===== config.mk =====
export PLATFORM = sky130hd
export DESIGN_NAME = ptw_rr_arbiter_n
export DESIGN_NICKNAME = d
export VERILOG_FILES = /design/src/rtl/ptw_rr_arbiter_n.sv
export SDC_FILE = /design/constraint.sdc
export NUM_CORES = 1
export LEC_CHECK = 0
export ABC_AREA = 1
export BUFFER_PORTS_ARGS = -buffer_cell sky130_fd_sc_hd__buf_2
export CELL_PAD_IN_SITES_DETAIL_PLACEMENT = 0
export CELL_PAD_IN_SITES_GLOBAL_PLACEMENT = 1
export CORE_MARGIN = 1
export CORE_UTILIZATION = 25
export DETAILED_ROUTE_END_ITERATION = 8
export MAX_ROUTING_LAYER = met4
export PLACE_DENSITY_LB_ADDON = 0.2
export SLEW_MARGIN = 10
export SYNTH_ARGS = -nofsm -noshare
export SYNTH_HDL_FRONTEND = slang
export SYNTH_SLANG_ARGS = --single-unit

===== constraint.sdc =====
create_clock -name clock -period 1.81 [get_ports clock]
set_clock_uncertainty 0.1 [all_clocks]
set_input_delay 0.362 -clock clock [delete_from_list [all_inputs] [get_ports clock]]
set_output_delay 0.362 -clock clock [all_outputs]
set_load 0.05 [all_outputs]

===== src/rtl/ptw_rr_arbiter_n.sv =====
// Round-robin arbiter feeding the page-table walker from N requesters.
// One registered output slot; flush discards the held request.
module ptw_rr_arbiter_n #(
  parameter int N_REQ    = 4,
  parameter int REQ_W    = 33,
  parameter int CHOSEN_W = 2
) (
  input  logic                   clock,
  input  logic                   reset,
  input  logic                   io_flush,
  input  logic [N_REQ-1:0]       io_in_valid,
  output logic [N_REQ-1:0]       io_in_ready,
  input  logic [N_REQ*REQ_W-1:0] io_in_bits,
  output logic                   io_out_valid,
  input  logic                   io_out_ready,
  output logic [REQ_W-1:0]       io_out_bits,
  output logic [CHOSEN_W-1:0]    io_out_chosen
);

  logic                r_out_valid;
  logic [REQ_W-1:0]    r_out_bits;
  logic [CHOSEN_W-1:0] r_out_chosen;
  logic [CHOSEN_W-1:0] r_last_grant;

  logic                w_load_en;
  logic                w_accept;
  logic                w_any;
  logic                w_hi_found;
  logic [CHOSEN_W-1:0] w_hi_idx;
  logic [CHOSEN_W-1:0] w_lo_idx;
  logic [CHOSEN_W-1:0] w_win;
  logic [REQ_W-1:0]    w_bits;

  assign w_load_en = !reset && !io_flush &&
                     (!r_out_valid || io_out_ready);

  // Descending scan leaves the lowest matching index in each slot.
  always_comb begin
    w_any      = 1'b0;
    w_hi_found = 1'b0;
    w_hi_idx   = '0;
    w_lo_idx   = '0;
    for (int k = N_REQ - 1; k >= 0; k--) begin
      if (io_in_valid[k]) begin
        w_any    = 1'b1;
        w_lo_idx = CHOSEN_W'(k);
        if (CHOSEN_W'(k) > r_last_grant) begin
          w_hi_found = 1'b1;
          w_hi_idx   = CHOSEN_W'(k);
        end
      end
    end
  end

  assign w_win    = w_hi_found ? w_hi_idx : w_lo_idx;
  assign w_accept = w_load_en && w_any;

  always_comb begin
    io_in_ready = '0;
    for (int k = 0; k < N_REQ; k++) begin
      io_in_ready[k] = w_accept && (w_win == CHOSEN_W'(k));
    end
  end

  always_comb begin
    w_bits = '0;
    for (int k = 0; k < N_REQ; k++) begin
      if (w_win == CHOSEN_W'(k)) begin
        w_bits = io_in_bits[k*REQ_W +: REQ_W];
      end
    end
  end

  always_ff @(posedge clock or posedge reset) begin
    if (reset) begin
      r_out_valid  <= 1'b0;
      r_out_bits   <= '0;
      r_out_chosen <= '0;
      r_last_grant <= CHOSEN_W'(N_REQ - 1);
    end else if (io_flush) begin
      r_out_valid  <= 1'b0;
    end else if (w_accept) begin
      r_out_valid  <= 1'b1;
      r_out_bits   <= w_bits;
      r_out_chosen <= w_win;
      r_last_grant <= w_win;
    end else if (r_out_valid && io_out_ready) begin
      r_out_valid  <= 1'b0;
    end
  end

  assign io_out_valid  = r_out_valid;
  assign io_out_bits   = r_out_bits;
  assign io_out_chosen = r_out_chosen;

endmodule


==> results.toml <==
[power]
pwr-share-clk_pct = 18.3
leakage_nw = 2.62
internal-power_mw = 2.85
combPwrFrac_pct = 58.8
seqPwrFrac_pct = 22.9
power.density_nw_per_um2 = 1190
p_sw_mw = 2.67
p_total_mw = 5.52
swShare_pct = 48.4
peakVddDrop_uv = 477

[route]
drtIter0Drc = 165
wl_um = 12100
vias = 3717
drt-pass1-iter-count = 4
viasPerCell = 4.74
wl_per_cell_um = 15.4
detail-route-antenna-nets = 0
drc = 0

[grt]
antenna_found_initial = 0
grt_max_degree = 39
grt_pass1_vias = 3571
grt_overflow = 0
track_usage_pct = 19.5
grt_pass1_wl_um = 17600

[run_status]
violations = "setup timing"
status = "complete, but fails checks"

[critical_path]
path_cells = "nand2_2 > nand2_4 > nand3_2 > buf_4 > nor3_4 > buf_6"
path_buf_inv = 2
cp_max_fo = 3
crit_family = "flip-flops"
crit_path_max_incr_delay_ps = 550
end_kind = "output port"
startpoint_type = "flip-flop"
critPathRequiredTime_ps = 1350
crit_type = "reg -> out"
slowest_stage = "dfstp_2"
cp.arrival_ps = 1630

[placed_design]
dpl.hpwl_um = 8510
dpl_cell_area_um2 = 4080
port_buffers = 179
place_congestion = 0.814

[clock_network]
cts_tree = "done"
clk_path_buf_depth = 2
cts_root_buffer = "clkbuf_16"
cts-htree-levels = 2
clk_pin_slew_ps = 60
cts.sinks = 38
clkLatencyLatePin_ps = 280
cts_made_buffers = 5
cts_hold_buf = 0

[run]
drv_cap = 0

[synth]
synth-seq-cells = 38
syn_nets = 584
syn-cell-area_um2 = 2890
yosys_warnings = 0
seq_area_frac_synth_pct = 33.0
syn_inst = 444
ys_types = 24
postSynthAreaPerCell_um2 = 6.50

[die]
core_um2 = 11000
dieArea_um2 = 12000
initial_utilization_pct = 26.2
io_pins = 180
num_rows = 38
die_height_um = 109
die_w_um = 109

[sta]
max_freq_ghz = 0.478
worst_pin_slew_ps = 285
setup_slack_ps = -281
maxSlewViolCount = 0
finalSetupViolCount = 24
fin_setup_tns_ps = -1400
rsz0062_at_grt = "true"
min_period_ps = 2090
final-hold-violation-count = 0
relSlewSlack_pct = 80.9
fin_crit_sh_pct = 116

[final_layout]
final_layout_size_suffix_gt1_share_pct = 43.2
final_cell_area_um2 = 4660
nNetsFinal = 783
seqCellArea_um2 = 955
num-fill-cells = 1167
area_growth_pct = 61.4
final_core_util_pct = 42.2
multiInputGateArea_um2 = 1720
num_antenna_cells = 0

[hold_path]
min_path_type = "in -> async"
[area by class of cell]
class / count / share of cell area (%)
Clock buffer: 5 / 2.69
Multi-Input combinational cell: 336 / 37.0
Clock inverter: 3 / 0.859
Timing Repair Buffer: 223 / 32.0
Sequential cell: 38 / 20.5
Tap cell: 140 / 3.76
Inverter: 39 / 3.25
[cell families (layout without fill, tap and decap cells)]
kind of cell	count (synthesis)	in the layout	synth area share, %
compound gates	39	39	6.76
buf+inv	70	270	12.4
flops	38	38	33.0
simple gates	297	297	47.8
[power groups by stage]
stage               sequential (mW)  clock [mW]  combinational (mW)
floorplan                      2.14           0                1.20
global placement               1.27           0                2.87
detailed placement             1.27           0                2.88
CTS                            1.26        1.04                3.05
global route                   1.29        1.08                3.49
finish                         1.26        1.01                3.25
[registers in the layout, indices dropped and copies added (netlist names)]
name           cells
io_out_bits       33
r_last_grant       2
io_out_chosen      2
io_out_valid       1
[cell usage in the layout, fill, tap and decap left out, types with 4 or more instances in the layout]
cell,count
nor2_2,7
nand3b_1,8
o21ai_0,6
nand2_2,6
nand3_1,70
nand2_1,133
nor2_4,7
o21ai_1,10
buf_12,8
buf_6,10
or2_2,4
buf_4,23
nor2_1,25
inv_1,33
buf_2,175
a21oi_1,20
clkbuf_16,10
nand4_1,20
inv_2,4
nand2_4,5
dfrtp_1,35
or2_0,6
[synthesized netlist by cell type]
| master | n | share of area, % |
|---|---|---|
| o21ai_1 | 11 | 1.9 |
| nor2_1 | 32 | 4.2 |
| inv_1 | 35 | 4.6 |
| dfrtp_1 | 36 | 31 |
| or2_2 | 4 | 0.87 |
| o21ai_0 | 6 | 1.0 |
| inv_4 | 1 | 0.22 |
| clkbuf_1 | 9 | 1.2 |
| dfstp_2 | 2 | 1.8 |
| nand3_1 | 71 | 12 |
| nand3b_1 | 8 | 2.1 |
| nor3_1 | 1 | 0.17 |
| nor2_2 | 7 | 1.5 |
| buf_6 | 8 | 3.1 |
| a21oi_1 | 22 | 3.8 |
| nor2_8 | 1 | 0.69 |
| nor3_2 | 1 | 0.35 |
| nand2_1 | 142 | 18 |
| or2_0 | 6 | 1.3 |
| nand2_4 | 4 | 1.6 |
| buf_4 | 6 | 1.6 |
| buf_2 | 8 | 1.4 |
| nand4_1 | 20 | 4.3 |
| inv_2 | 3 | 0.39 |
[path summary, 6_finish.rpt]
path | from | to | slack, ps | depth (start not counted)
setup / recovery | r_last_grant[1] | io_in_ready[0] | -280 | 6
hold / removal | reset | io_out_valid | 120 | 4
setup reg to reg | r_last_grant[1] | io_out_bits[0] | -60 | 10
hold reg to reg | io_out_bits[27] | io_out_bits[27] | 370 | 2
max in group asynchronous | reset | r_last_grant[0] | 1230 | 4
min in group clock | io_flush | io_out_valid | 180 | 2
[stage by stage]
step           worst slack, ps  hold WS (ps)  cells
5_1_grt                   -354           148    784
3_5_place_dp              -141           362    762
6_report                  -281           121    784
2_1_floorplan             -274           362    444
4_1_cts                   -289           137    775
3_3_place_gp             -97.8           358    762
[per-layer routing]
metal	vias up	track usage (%)	routed length [µm]
met4	0	3.33	78
li1	1834	-	-
met2	177	33.6	5640
met5	-	-	0
met1	1694	24.8	5380
met3	12	2.61	963
[tightest hold or removal path, cell delays in order]
cell and delay (ps):
buf_2 110, buf_4 120, inv_2 50, buf_12 230
[timing repair]
| action | CTS | global route |
|---|---|---|
| gates resized for setup | 37 | 14 |
| pin swaps | 9 | 9 |
| setup buffers | 7 | 3 |
| cloned | 1 | 7 |
| endpoints found under the setup margin | 29 | 37 |
No activity file was read; power rests on OpenSTA's default activity.
